[config.mk]
export PLATFORM = sky130hd
export DESIGN_NAME = disp_colour_adapt
export DESIGN_NICKNAME = d
export VERILOG_FILES = /design/src/rtl/disp_colour_adapt_pkg.sv /design/src/rtl/colour_chan_conv.sv /design/src/rtl/disp_colour_adapt.sv
export SDC_FILE = /design/constraint.sdc
export NUM_CORES = 1
export LEC_CHECK = 0
export BUFFER_PORTS_ARGS = -buffer_cell sky130_fd_sc_hd__clkbuf_2
export CORE_UTILIZATION = 38
export DETAILED_ROUTE_END_ITERATION = 6
export PLACE_DENSITY = 0.71
export SLEW_MARGIN = 30
export SYNTH_ARGS = -nofsm -noshare
export SYNTH_HDL_FRONTEND = slang
export SYNTH_SLANG_ARGS = --single-unit
[constraint.sdc]
create_clock -name clk_pix -period 0.9 [get_ports clk_pix]
set_clock_uncertainty 0.15 [all_clocks]
set_input_delay 0.045 -clock clk_pix [delete_from_list [all_inputs] [get_ports clk_pix]]
set_output_delay 0.045 -clock clk_pix [all_outputs]
set_load 0.02 [all_outputs]
[src/rtl/disp_colour_adapt_pkg.sv]
// Shared constants and types for the display colour-depth adapter.
package disp_colour_adapt_pkg;

    localparam int unsigned MODE_REPL   = 0;
    localparam int unsigned MODE_ZERO   = 1;
    localparam int unsigned MODE_DITHER = 2;

    localparam int unsigned BPC_MIN = 1;
    localparam int unsigned BPC_MAX = 12;

    // 2x2 Bayer pattern indexed by {y, x}: (0,0)=0, (0,1)=2, (1,0)=3, (1,1)=1
    localparam logic [3:0][1:0] BAYER_2X2 = {2'd1, 2'd3, 2'd2, 2'd0};

    typedef struct packed {
        logic hsync;
        logic vsync;
        logic de;
    } disp_timing_t;

    function automatic logic [1:0] bayer_index(input logic yp, input logic xp,
                                               input logic [1:0] fc);
        return BAYER_2X2[{yp, xp}] + fc;
    endfunction

endpackage

[src/rtl/colour_chan_conv.sv]
// One colour channel: stage 1 registers the pixel, stage 2 registers the converted value.
module colour_chan_conv
    import disp_colour_adapt_pkg::*;
#(
    parameter int unsigned BPC_IN  = 5,
    parameter int unsigned BPC_OUT = 8,
    parameter int unsigned MODE    = MODE_REPL
) (
    input  logic               clk_pix,
    input  logic               rst_pix,
    input  logic               de,
    input  logic [1:0]         bayer_idx,
    input  logic [BPC_IN-1:0]  pix_in,
    output logic [BPC_OUT-1:0] pix_out
);

    logic [BPC_IN-1:0]  pix_q;
    logic               de_q;
    logic [1:0]         idx_q;
    logic [BPC_OUT-1:0] conv;

    always_ff @(posedge clk_pix or posedge rst_pix) begin
        if (rst_pix) begin
            pix_q <= '0;
            de_q  <= 1'b0;
            idx_q <= 2'd0;
        end else begin
            pix_q <= pix_in;
            de_q  <= de;
            idx_q <= bayer_idx;
        end
    end

    generate
        if (BPC_OUT == BPC_IN) begin : g_pass
            assign conv = pix_q;
        end else if (BPC_OUT > BPC_IN) begin : g_expand
            if (MODE == MODE_ZERO) begin : g_zero
                assign conv = {pix_q, {(BPC_OUT - BPC_IN){1'b0}}};
            end else begin : g_repl
                localparam int unsigned REPS = (BPC_OUT + BPC_IN - 1) / BPC_IN;
                logic [REPS*BPC_IN-1:0] rep;
                logic                   unused_rep;
                assign rep        = {REPS{pix_q}};
                assign conv       = rep[REPS*BPC_IN-1 -: BPC_OUT];
                assign unused_rep = ^rep;
            end
        end else begin : g_reduce
            localparam int unsigned D = BPC_IN - BPC_OUT;
            if (MODE == MODE_DITHER) begin : g_dither
                logic [BPC_IN-1:0] off;
                logic [BPC_IN:0]   sum;
                logic              unused_sum;
                if (D >= 2) begin : g_off_wide
                    assign off = de_q ? (BPC_IN'(idx_q) << (D - 2)) : '0;
                end else begin : g_off_bit
                    assign off = de_q ? BPC_IN'(idx_q[1]) : '0;
                end
                assign sum = {1'b0, pix_q} + {1'b0, off};
                // Carry out of the shifted sum means the result would wrap: saturate instead
                assign conv       = sum[BPC_IN] ? '1 : sum[BPC_IN-1:D];
                assign unused_sum = ^sum[D-1:0];
            end else begin : g_trunc
                assign conv = pix_q[BPC_IN-1 -: BPC_OUT];
            end
        end
    endgenerate

    logic unused_stage1;
    assign unused_stage1 = ^{de_q, idx_q, pix_q};

    always_ff @(posedge clk_pix or posedge rst_pix) begin
        if (rst_pix) begin
            pix_out <= '0;
        end else begin
            pix_out <= conv;
        end
    end

endmodule

[src/rtl/disp_colour_adapt.sv]
// Display colour-depth adapter: per-channel conversion with optional 2x2 ordered dither,
// two-cycle latency with timing signals delayed to match.
module disp_colour_adapt
    import disp_colour_adapt_pkg::*;
#(
    parameter int unsigned BPC_IN  = 5,
    parameter int unsigned BPC_OUT = 8,
    parameter int unsigned MODE    = MODE_REPL
) (
    input  logic               clk_pix,
    input  logic               rst_pix,
    input  logic               disp_hsync,
    input  logic               disp_vsync,
    input  logic               disp_de,
    input  logic               disp_frame,
    input  logic [BPC_IN-1:0]  disp_r,
    input  logic [BPC_IN-1:0]  disp_g,
    input  logic [BPC_IN-1:0]  disp_b,
    output logic               out_hsync,
    output logic               out_vsync,
    output logic               out_de,
    output logic [BPC_OUT-1:0] out_r,
    output logic [BPC_OUT-1:0] out_g,
    output logic [BPC_OUT-1:0] out_b
);

    generate
        if (BPC_IN < BPC_MIN || BPC_IN > BPC_MAX || BPC_OUT < BPC_MIN || BPC_OUT > BPC_MAX ||
            MODE > MODE_DITHER) begin : g_param_check
            $error("disp_colour_adapt: illegal BPC_IN/BPC_OUT/MODE combination");
        end
    endgenerate

    logic       xp_q;
    logic       yp_q;
    logic [1:0] fc_q;
    logic       de_prev_q;
    logic [1:0] bidx;

    always_ff @(posedge clk_pix or posedge rst_pix) begin
        if (rst_pix) begin
            xp_q      <= 1'b0;
            yp_q      <= 1'b0;
            fc_q      <= 2'd0;
            de_prev_q <= 1'b0;
        end else begin
            de_prev_q <= disp_de;
            xp_q      <= disp_de ? ~xp_q : 1'b0;
            // Frame start clears the row phase even if a line ends in the same cycle
            if (disp_frame) begin
                yp_q <= 1'b0;
            end else if (de_prev_q && !disp_de) begin
                yp_q <= ~yp_q;
            end
            if (disp_frame) begin
                fc_q <= fc_q + 2'd1;
            end
        end
    end

    assign bidx = bayer_index(yp_q, xp_q, fc_q);

    disp_timing_t tim_q1, tim_q2;

    always_ff @(posedge clk_pix or posedge rst_pix) begin
        if (rst_pix) begin
            tim_q1 <= '0;
            tim_q2 <= '0;
        end else begin
            tim_q1 <= '{hsync: disp_hsync, vsync: disp_vsync, de: disp_de};
            tim_q2 <= tim_q1;
        end
    end

    assign out_hsync = tim_q2.hsync;
    assign out_vsync = tim_q2.vsync;
    assign out_de    = tim_q2.de;

    colour_chan_conv #(
        .BPC_IN  (BPC_IN),
        .BPC_OUT (BPC_OUT),
        .MODE    (MODE)
    ) u_conv_r (
        .clk_pix   (clk_pix),
        .rst_pix   (rst_pix),
        .de        (disp_de),
        .bayer_idx (bidx),
        .pix_in    (disp_r),
        .pix_out   (out_r)
    );

    colour_chan_conv #(
        .BPC_IN  (BPC_IN),
        .BPC_OUT (BPC_OUT),
        .MODE    (MODE)
    ) u_conv_g (
        .clk_pix   (clk_pix),
        .rst_pix   (rst_pix),
        .de        (disp_de),
        .bayer_idx (bidx),
        .pix_in    (disp_g),
        .pix_out   (out_g)
    );

    colour_chan_conv #(
        .BPC_IN  (BPC_IN),
        .BPC_OUT (BPC_OUT),
        .MODE    (MODE)
    ) u_conv_b (
        .clk_pix   (clk_pix),
        .rst_pix   (rst_pix),
        .de        (disp_de),
        .bayer_idx (bidx),
        .pix_in    (disp_b),
        .pix_out   (out_b)
    );

endmodule

* Word level (Yosys, flattened, before mapping)
Index checks and enable logic that the tools add are counted.
** Storage, ports and cells
- Output and inout port bits :: 27
- Bits of input ports :: 21
- Register bits :: 45

* Logic depth before layout (Yosys ltp)
- Depth in word-level cells :: 0
- Depth in mapped cells :: 1
- Gate-level depth less buffers :: 1

* Cells and area by module
Synthesis repeated with hierarchy kept, for this count alone.
** Unflattened totals
- Cell total of the unflattened synthesis :: 64
- Area, all modules :: 1168.6 µm²
** Modules (own cells, without submodules)
- colour_chan_conv :: sequential area each 250.2 µm², instances 3, area an instance 276.5 µm², cells each 14
- disp_colour_adapt :: sequential area each 250.2 µm², instances 1, area an instance 339.1 µm², cells each 22

* Least setup slack after synthesis
OpenSTA, ideal clock, no wires.
- Path kind :: reg-to-output
- Start :: reg u_conv_b.pix_out[5]
- End :: out out_b[5]
- Arrival time :: 613 ps
- Cell stages (with the launch flop) :: 2
- Data required time :: 705 ps
- Setup slack :: 92 ps
- Cells stage by stage :: dfrtp_1 buf_4
** RTL lines
- start: declaration :: line colour_chan_conv.sv:14 : output logic [BPC_OUT-1:0] pix_out
- start signal: assignment :: line colour_chan_conv.sv:76 : pix_out <= conv;
- end: declaration :: line disp_colour_adapt.sv:24 : output logic [BPC_OUT-1:0] out_b
No word-level cell between the ends.

* Worst setup path in the final report
- Start :: reg u_conv_g.pix_out[2]
- End :: out out_g[2]
** RTL lines
- start: declaration :: line colour_chan_conv.sv:14
- start signal: assignment :: line colour_chan_conv.sv:76
- end: declaration :: line disp_colour_adapt.sv:23 : output logic [BPC_OUT-1:0] out_g,
No word-level cell between the ends.

==> impl_metrics.env <==
export IMPL_cp_slowest_cell="dfrtp_1"
export IMPL_remaining_drc_errors=0
export IMPL_maxCapViolCount=0
export IMPL_irDropWorstVdd_v=0.00152
export IMPL_antenna_found_initial=0
export IMPL_cp_end_kind="output port"
export IMPL_finalPower_mw=2.90
export IMPL_multi_input_cells=0
export IMPL_grt_pass1_wl_um=2440
export IMPL_insertedDiodeCount=0
export IMPL_critPathMaxStageDelay_ps=410
export IMPL_portBuffers=46
export IMPL_ys_async_sr_fraction_pct=100
export IMPL_start_util_pct=41.9
export IMPL_synth_edff_count=0
export IMPL_vias=548
export IMPL_tritoncts="built"
export IMPL_fp_row_count=17
export IMPL_vias_per_cell=3.94
export IMPL_power_frac_clock_pct=28.8
export IMPL_ys_flop_type="dfrtp_1"
export IMPL_slew_viol_final=0
export IMPL_root_buffer="clkbuf_4"
export IMPL_setup_viol_count_final=27
export IMPL_setup_ws_ps=-163
export IMPL_critical_path_required_ps=700
export IMPL_synth_most_common_cell="dfrtp_1"
export IMPL_grt_overflow_total=0
export IMPL_synth_top_cell_by_area="dfrtp_1"
export IMPL_clock_sinks=36
export IMPL_timing_hold_ws_ps=139
export IMPL_multiInputGateArea_sq_um=0
export IMPL_violations="negative setup slack"
export IMPL_dr_pass1_iters=1
export IMPL_synth_top_cell_area_share_pct=92.7
export IMPL_maxSlewHeadroom_pct=88.1
export IMPL_coreArea_sq_um=2320
export IMPL_crit_family="flip-flops"
export IMPL_die_h_um=52.6
export IMPL_path_max_fanout=2
export IMPL_layout_drive_gt1_share_pct=48.6
export IMPL_synth_area_top_cells="dfrtp_1, buf_4, inv_1"
export IMPL_synthTopCellsByCount="dfrtp_1, buf_4, inv_1"
export IMPL_drtIter0Drc=0
export IMPL_yosysWarningCount=0
export IMPL_antenna_left=0
export IMPL_grt_pass1_vias=547
export IMPL_p_int_mw=2.26
export IMPL_yosysSeqAreaShare_pct=92.7
export IMPL_critPathKind="flop to output port"
export IMPL_leakagePower_nw=0.763
export IMPL_min_period_over_period_pct=118
export IMPL_status="finished, violations left"
export IMPL_final_nets=131
export IMPL_syn_area_per_cell_sq_um=21.1
export IMPL_clk_path_buf_depth=2
export IMPL_cp_start_kind="flop"
export IMPL_seqPwrFrac_pct=59.6
export IMPL_clk_pin_slew_ps=90
export IMPL_syn_inst=46
export IMPL_rsz0062_at_grt="yes"
export IMPL_tightest_slew_ps=178
export IMPL_pin_count=48
export IMPL_yosysUniqueCellTypes=3
export IMPL_arrival_ps=870
export IMPL_hp_class="input port to async pin"
export IMPL_path_buf_inv=1
export IMPL_wl_per_cell_um=11.2
export IMPL_p_sw_share_pct=22.0
export IMPL_crit_chain="buf_6"
export IMPL_p_comb_share_pct=11.6
export IMPL_cts_made_buffers=5
export IMPL_p_per_area_nw_per_um2=1870
export IMPL_fmax_mhz=941
export IMPL_ys_seq_elements=36
export IMPL_period_needed_ps=1060
export IMPL_finalHoldViolCount=0
export IMPL_insertion_delay_ps=320
export IMPL_grt_max_degree=37
export IMPL_dieArea_sq_um=2760
export IMPL_htree_levels=2
export IMPL_die_x_um=52.6
export IMPL_drt_total_wl_um=1560
export IMPL_gp_congestion=0.625
export IMPL_syn2layout_area_growth_pct=59.6
export IMPL_dp_slack_ps=186
export IMPL_syn_nets=67
export IMPL_grt_use_total_pct=13.6
export IMPL_p_sw_mw=0.639
export IMPL_syn_area_sq_um=972
## metal layers
layer,up-vias,GRT usage [%],part of all wire [%]
met1,249,15.6,40
met2,37,18.8,48
met4,0,7.89,2.1
met5,-,0,0
li1,257,-,-
met3,5,8.99,9.7
## stage by stage
| step | TNS (ps) | util [%] | instance area (sq um) | cells |
|---|---|---|---|---|
| CTS | -4770 | 62.2 | 1440 | 139 |
| floorplan | 0 | - | 976 | 46 |
| global placement | 0 | 51.5 | 1190 | 112 |
| global route | -5470 | 66.9 | 1550 | 139 |
| detailed placement | 0 | 51.5 | 1190 | 112 |
| finish | -3900 | 66.9 | 1550 | 139 |
## final timing paths
path                                          startpoint                            end  slack (ps)  depth (start not counted)
hold reg to reg              u_conv_b.pix_q[2]$_DFF_PP0_  u_conv_b.pix_out[5]$_DFF_PP0_         210                          0
hold / removal                                   rst_pix    u_conv_r.pix_q[0]$_DFF_PP0_         140                          4
setup reg to reg             u_conv_g.pix_q[0]$_DFF_PP0_  u_conv_g.pix_out[3]$_DFF_PP0_         250                          0
setup / recovery           u_conv_g.pix_out[2]$_DFF_PP0_                       out_g[2]        -160                          1
min in group clk_pix         u_conv_b.pix_q[2]$_DFF_PP0_  u_conv_b.pix_out[5]$_DFF_PP0_         210                          0
max in group asynchronous                        rst_pix  u_conv_r.pix_out[4]$_DFF_PP0_         290                          4
## what timing repair did
action | 4_1_cts | 5_1_grt
buffers inserted | 0 | 0
resized for setup | 0 | 62
hold buffers | 19 | 0
pin swaps | 0 | 0
setup endpoints to repair | 27 | 27
hold endpoints to repair | 54 | 0
## cell usage in the layout, fill, tap and decap left out
cell           Yosys  layout
buf_2              0       9
dlygate4sd3_1      0      19
clkbuf_1           0       2
clkbuf_2           0      19
clkbuf_4           0       5
buf_12             0       1
buf_6              0      17
dfrtp_1           36      36
clkinvlp_4         0       1
clkbuf_8           0       1
buf_4              9       1
## registers in the layout, summed over array words and instances (netlist names), 3 cells and up
signal,flops
tim_q1,3
u_conv_b.pix_out,5
u_conv_r.pix_q,5
u_conv_r.pix_out,5
u_conv_g.pix_out,5
u_conv_g.pix_q,5
u_conv_b.pix_q,5
## logic make-up (layout without fill, tap and decap cells)
logic type,after synthesis,after routing,share of synthesized area [%]
buffers and inverters,10,75,7.34
DFF,36,36,92.7
## cell type report
cell class | instances | area [sq um]
Inverter | 1 | 7.51
Tap cell | 28 | 35.0
Clock buffer | 8 | 58.8
Timing Repair Buffer | 66 | 549
Fill cell | 153 | 767
Sequential cell | 36 | 901
## power groups by stage
| stage | registers, mW | clock network (mW) | logic (mW) |
|---|---|---|---|
| after floorplan | 1.81 | 0 | 0.0818 |
| after global placement | 1.75 | 0 | 0.224 |
| after detailed placement | 1.76 | 0 | 0.227 |
| after CTS | 1.72 | 0.884 | 0.291 |
| after global routing | 1.74 | 0.967 | 0.364 |
| final | 1.73 | 0.835 | 0.337 |
(Power assumes the default switching activity.)
